File: config.mk
export PLATFORM = sky130hd
export DESIGN_NAME = display_writer
export DESIGN_NICKNAME = d
export VERILOG_FILES = /design/src/rtl/display_pkg.sv /design/src/rtl/bin2bcd_step.sv /design/src/rtl/display_writer.sv
export SDC_FILE = /design/constraint.sdc
export NUM_CORES = 1
export LEC_CHECK = 0
export BUFFER_PORTS_ARGS = -buffer_cell sky130_fd_sc_hd__buf_2
export CORE_MARGIN = 2
export CORE_UTILIZATION = 45
export CTS_CLUSTER_SIZE = 12
export DETAILED_ROUTE_END_ITERATION = 7
export GPL_ROUTABILITY_DRIVEN = 0
export GPL_TIMING_DRIVEN = 1
export PLACE_DENSITY = 0.65
export SLEW_MARGIN = 40
export SYNTH_ARGS = -nofsm -noshare
export SYNTH_HDL_FRONTEND = slang
export SYNTH_SLANG_ARGS = --single-unit
File: constraint.sdc
create_clock -name clk -period 6.8 [get_ports clk]
set_input_delay 1.02 -clock clk [delete_from_list [all_inputs] [get_ports clk]]
set_output_delay 1.02 -clock clk [all_outputs]
set_load 0.1 [all_outputs]
File: src/rtl/display_pkg.sv
// Shared definitions for the eight-digit display writer: FSM encoding,
// digit count, conversion width, saturation limit and DIN field layout.
package display_pkg;

   typedef enum logic [1:0] {
      ST_IDLE  = 2'd0,
      ST_CONV  = 2'd1,
      ST_WRITE = 2'd2,
      ST_DONE  = 2'd3
   } state_e;

   localparam int          DIGITS  = 8;
   localparam int          VALUE_W = 27;
   localparam int unsigned MAX_VAL = 99_999_999;
   localparam int          BCD_W   = 4 * DIGITS;

   // DIN field positions
   localparam int EN_BIT  = 5;
   localparam int BCD_MSB = 4;
   localparam int BCD_LSB = 1;
   localparam int DP_BIT  = 0;

   // Double-dabble nibble correction applied before each shift.
   function automatic logic [3:0] dd_adjust(input logic [3:0] nib);
      return (nib >= 4'd5) ? nib + 4'd3 : nib;
   endfunction

endpackage

File: src/rtl/bin2bcd_step.sv
// One double-dabble iteration: correct every BCD nibble, then shift the
// next binary bit (MSB first) into the bottom of the BCD register.
module bin2bcd_step (
   input  logic [31:0] bcd_in,
   input  logic        bit_in,
   output logic [31:0] bcd_out
);
   import display_pkg::*;

   logic [31:0] adj;

   // Nibble correction followed by a one-bit left shift.
   always_comb begin
      adj = '0;
      for (int i = 0; i < DIGITS; i++) begin
         adj[4*i +: 4] = dd_adjust(bcd_in[4*i +: 4]);
      end
      bcd_out = {adj[30:0], bit_in};
   end

endmodule

File: src/rtl/display_writer.sv
// Converts a binary value to eight BCD digits (one bit per cycle) and
// writes them, with optional leading-zero blanking and a decimal point,
// into the display RAM through the W/WADD/DIN port.
//
// Handshake: start is a request qualified only by busy=0; a request seen
// while busy=1 is dropped. busy stays high from the cycle after the
// accepted start through the cycle done pulses, so a held start begins
// the next conversion in the IDLE cycle right after DONE.
module display_writer #(
   parameter int BLANK_EN = 1,
   parameter int VALUE_W  = 27
) (
   input  logic               clk,
   input  logic               rst,
   input  logic               start,
   input  logic [VALUE_W-1:0] value,
   input  logic               dp_en,
   input  logic [2:0]         dp_pos,
   output logic               busy,
   output logic               done,
   output logic               ovf,
   output logic               W,
   output logic [2:0]         WADD,
   output logic [5:0]         DIN
);
   import display_pkg::*;

   localparam logic [1:0] IDLE  = ST_IDLE;
   localparam logic [1:0] CONV  = ST_CONV;
   localparam logic [1:0] WRITE = ST_WRITE;
   localparam logic [1:0] DONE  = ST_DONE;

   localparam int               CNT_W    = (VALUE_W > 1) ? $clog2(VALUE_W) : 1;
   localparam logic [CNT_W-1:0] CNT_LAST = CNT_W'(VALUE_W - 1);
   localparam logic [63:0]      MAX64    = 64'(MAX_VAL);

   logic [1:0]         state_q,  state_d;
   logic [VALUE_W-1:0] bin_q,    bin_d;
   logic [31:0]        bcd_q,    bcd_d;
   logic [CNT_W-1:0]   cnt_q,    cnt_d;
   logic               dp_en_q,  dp_en_d;
   logic [2:0]         dp_pos_q, dp_pos_d;
   logic               ovf_q,    ovf_d;
   logic               w_q,      w_d;
   logic [2:0]         wadd_q,   wadd_d;
   logic [5:0]         din_q,    din_d;

   logic [31:0]        step_bcd;
   logic [31:0]        src_bcd;
   logic [63:0]        value_ext;
   logic               over;
   logic [VALUE_W-1:0] value_sat;
   logic [2:0]         msd;
   logic [2:0]         limit;
   logic [2:0]         nxt_idx;
   logic [3:0]         nxt_nib;
   logic [5:0]         din_nxt;

   bin2bcd_step u_step (
      .bcd_in  (bcd_q),
      .bit_in  (bin_q[VALUE_W-1]),
      .bcd_out (step_bcd)
   );

   // Saturate the incoming value at the largest eight-digit number.
   always_comb begin
      value_ext = 64'(value);
      over      = (value_ext > MAX64);
      value_sat = over ? VALUE_W'(MAX64) : value;
   end

   // Digit data for the next write; the first write uses the final
   // conversion step directly so W lines up with the WRITE state.
   always_comb begin
      src_bcd = (state_q == CONV) ? step_bcd : bcd_q;
      msd     = 3'd0;
      for (int i = 1; i < DIGITS; i++) begin
         if (src_bcd[4*i +: 4] != 4'd0) msd = 3'(i);
      end
      limit   = (dp_en_q && (dp_pos_q > msd)) ? dp_pos_q : msd;
      nxt_idx = (state_q == CONV) ? 3'd0 : wadd_q + 3'd1;
      nxt_nib = src_bcd[{nxt_idx, 2'b00} +: 4];
      din_nxt = '0;
      din_nxt[EN_BIT]          = (BLANK_EN == 0) || (nxt_idx == 3'd0) || (nxt_idx <= limit);
      din_nxt[BCD_MSB:BCD_LSB] = nxt_nib;
      din_nxt[DP_BIT]          = dp_en_q && (nxt_idx == dp_pos_q);
   end

   // Sequencing: accept, convert VALUE_W bits, write eight digits, pulse done.
   always_comb begin
      state_d  = state_q;
      bin_d    = bin_q;
      bcd_d    = bcd_q;
      cnt_d    = cnt_q;
      dp_en_d  = dp_en_q;
      dp_pos_d = dp_pos_q;
      ovf_d    = ovf_q;
      w_d      = 1'b0;
      wadd_d   = wadd_q;
      din_d    = din_q;
      case (state_q)
         IDLE: begin
            if (start) begin
               bin_d    = value_sat;
               bcd_d    = '0;
               cnt_d    = '0;
               dp_en_d  = dp_en;
               dp_pos_d = dp_pos;
               ovf_d    = over;
               state_d  = CONV;
            end
         end
         CONV: begin
            bcd_d = step_bcd;
            bin_d = bin_q << 1;
            cnt_d = cnt_q + CNT_W'(1);
            if (cnt_q == CNT_LAST) begin
               state_d = WRITE;
               w_d     = 1'b1;
               wadd_d  = 3'd0;
               din_d   = din_nxt;
            end
         end
         WRITE: begin
            if (wadd_q == 3'd7) begin
               state_d = DONE;
            end else begin
               w_d    = 1'b1;
               wadd_d = nxt_idx;
               din_d  = din_nxt;
            end
         end
         default: begin
            state_d = IDLE;
         end
      endcase
   end

   // State and registered write port, cleared asynchronously by rst.
   always_ff @(posedge clk or posedge rst) begin
      if (rst) begin
         state_q  <= IDLE;
         bin_q    <= '0;
         bcd_q    <= '0;
         cnt_q    <= '0;
         dp_en_q  <= 1'b0;
         dp_pos_q <= 3'd0;
         ovf_q    <= 1'b0;
         w_q      <= 1'b0;
         wadd_q   <= 3'd0;
         din_q    <= 6'd0;
      end else begin
         state_q  <= state_d;
         bin_q    <= bin_d;
         bcd_q    <= bcd_d;
         cnt_q    <= cnt_d;
         dp_en_q  <= dp_en_d;
         dp_pos_q <= dp_pos_d;
         ovf_q    <= ovf_d;
         w_q      <= w_d;
         wadd_q   <= wadd_d;
         din_q    <= din_d;
      end
   end

   assign busy = (state_q != IDLE);
   assign done = (state_q == DONE);
   assign ovf  = ovf_q;
   assign W    = w_q;
   assign WADD = wadd_q;
   assign DIN  = din_q;

endmodule
==> reports/qor.yml <==
cts_tree: "done"
hold_viol_final: 0
total_power_w: 0.00257
cpPeakStageDelay_ns: 0.62
cts_root_buffer: "clkbuf_16"
cts_resized: 0
cpMostUsedCell: "a21oi_1"
synthTopCellsByCount: "85 x o21ai_0, 81 x dfrtp_1, 74 x nand2_1"
timing.slew.headroom: 0.535
cts_buffers: 9
final_antenna_net_count: 0
yosys_warnings: 0
slew_violations: 0
fp.dieH_um: 114
final_cells: 807
final_layout_size_suffix_gt1_frac: 0.162
port_buffers: 46
grt_overflow: 0
dieArea_mm2: 0.0129
start_kind: "flip-flop"
required_ns: 7.08
crit_family: "compound AO/OA/AOI/OAI gates"
fmax_ghz: 0.208
rsz0062_at_grt: "false"
synth_area_leader_cell: "dfrtp_1"
status: "completed"
switching_share: 0.492
synth_cell_types: 65
p_leak_nw: 2.53
synth_nets: 696
synth_area_mm2: 0.00540
p_clk_frac: 0.182
setup_violations: 0
fill_cells: 1140
power.internal_w: 0.00130
power_frac_seq: 0.284
postCtsSetupRepairBufs: 0
initial_core_util: 0.455
htreeDepth: 3
dp_hpwl_mm: 9.22
r2r_setup_slack_ns: 1.98
final.setup.worst_slack_ns: 1.98
vdd_drop_max_mv: 0.256
synth_top_area_share: 0.376
cts_hold_buffers: 0
worst_slew_pin_slew_ns: 0.698
arrival_ns: 5.09
synth.mux.area_fraction: 0.0464
rows: 40
design.core.area_mm2: 0.0119
synthCells: 631
die_width_um: 114
first_pass_iters: 5
viasPerCell: 5.85
final_core_util: 0.503
fin_crit_ns: 4.82
yosysMostFrequentCell: "o21ai_0"
slowest_stage: "buf_4"
cap_violations: 0
clock_latency_ns: 0.35
n_antenna_cell: 0
place_inst: 791
ys_top_cells_by_area: "dfrtp_1 38%, o21ai_0 7.9%, ha_1 7.2%, nand2_1 5.1%, a21oi_1 4.7%"
startpoint: "state_q[1]"
drc: 0
cts_sinks: 81
synth-xor-area-share: 0.0227
min_period_over_period: 0.708
initialDrtViolationCount: 324
critPathCaptureType: "flip-flop"
vias: 4723
path_max_fanout: 62
ys_ff_latch: 81
finalNetCount: 720
hold_class: "reg2reg"
setup_tns_ns: 0
grt_pass1_vias: 4599
p_sw_w: 0.00127
wl_per_cell_um: 16.7
drt_wl_total_mm: 13.5
grt_first_pass_wirelength_mm: 22.8
synth_top_family_by_area: "compound AO/OA/AOI/OAI gates"
fin_skew_ns: 0.00901
antenna_found_initial: 0
p_comb_frac: 0.534
grt_max_degree: 63
async_flop_share: 1.00
ys_seq_area_frac: 0.376
syn_area_per_cell_um2: 8.55
synthAdderAreaFrac: 0.0719
crit_chain: "inv_1 > ha_2 > buf_4 > nand2b_1 > a21oi_1 > a21oi_1 > a211oi_2 > nand2_1 > nor2_1 > ha_1 > nor2b_1 > o21ai_0 > a21oi_1 > mux2_2 > o31ai_1 > ha_1 > inv_1 > a21o_1 > a21oi_1 > a311oi_1 > o21ai_0"
cts_buffer_depth: 2
synth_edf_count: 0
clk_pin_slew_ns: 0.07
min_from: "bin_q[0]"
synthSimpleGateAreaFrac: 0.183
detailedPlace.worstSlack_ns: 2.11
grt_usage: 0.224
area_growth_pct: 10.6
synthFlopType: "dfrtp_1"
synth-compound-area-share: 0.244
ios: 47
rr_startpoint: "state_q[1]"
crit_type: "reg2reg"
crit_buf_inv: 3
powerDensity_mw_per_mm2: 431
flip-flops by register name, summed over array words and instances (netlist names):
register	flops
dp_en_q	1
bin_q	27
dp_pos_q	3
WADD	3
W	1
bcd_q	32
state_q	2
cnt_q	5
DIN	6
ovf	1
placed cells by master (no fill, tap or decap), types with 10 or more instances in the layout:
master,Yosys,final
o21ai_0,85,85
dfrtp_1,81,81
nand2_1,74,73
a21oi_1,51,50
buf_2,19,46
nor2_1,32,32
nor3_1,32,32
inv_1,31,30
ha_1,31,30
nand2b_1,15,15
o21ai_1,11,11
nand3_1,10,10
layout make-up:
| cell class | count | area, µm² | area share |
|---|---|---|---|
| well taps | 147 | 184 | 0.0308 |
| inverters | 32 | 121 | 0.0203 |
| repair buffers | 51 | 268 | 0.0449 |
| multi-input cells | 480 | 3090 | 0.518 |
| flip-flops and latches | 81 | 2030 | 0.340 |
| clock buffers | 9 | 225 | 0.0377 |
| clock inverters | 7 | 55.1 | 0.00922 |
kinds of logic (layout without fill, tap and decap cells):
kind of cell | count (synthesis) | count (layout)
simple gates | 201 | 201
buf+inv | 70 | 99
flops | 81 | 81
compound gates | 215 | 215
fa+ha+maj | 31 | 31
mux | 19 | 19
xor+xnor | 14 | 14
power groups by stage:
stage	Sequential, W	Clock, W	Combinational [W]
global route	0.000750	0.000495	0.00152
CTS	0.000731	0.000478	0.00137
global placement	0.000730	0	0.00131
detailed placement	0.000737	0	0.00136
floorplan	0.000870	0	0.000928
finish	0.000730	0.000467	0.00137
final timing paths:
path / to / depth (start not counted)
setup / recovery: DIN[5] / 21
setup reg to reg: DIN[5] / 21
hold reg to reg: bin_q[0] / 2
max in group asynchronous: bcd_q[29] / 3
hold / removal: bin_q[0] / 2
min in group asynchronous: bin_q[7] / 2
stage by stage:
stage	hold slack (ns)	area, µm²
5_1_grt	0.500	5970
3_3_place_gp	0.453	5680
6_report	0.471	5970
3_5_place_dp	0.464	5690
4_1_cts	0.478	5970
2_1_floorplan	0.433	5400
layer usage:
metal	GRT usage	up-vias	wire, µm
li1	-	2314	-
met1	0.303	2242	6260
met2	0.354	144	6180
met3	0.0452	23	721
met4	0.0878	0	308
met5	0	-	0
worst register-to-register path, delay by kind of cell, from the launching register on:
kind / cells / cell delay (ns)
AO/OA/AOI/OAI: 10 / 1.68
adder cells (fa/ha/maj): 3 / 0.88
buffers and inverters: 3 / 0.76
flip-flops: 1 / 0.42
multiplexers: 1 / 0.40
AND/OR/NAND/NOR: 4 / 0.61
(Power assumes the default switching activity.)
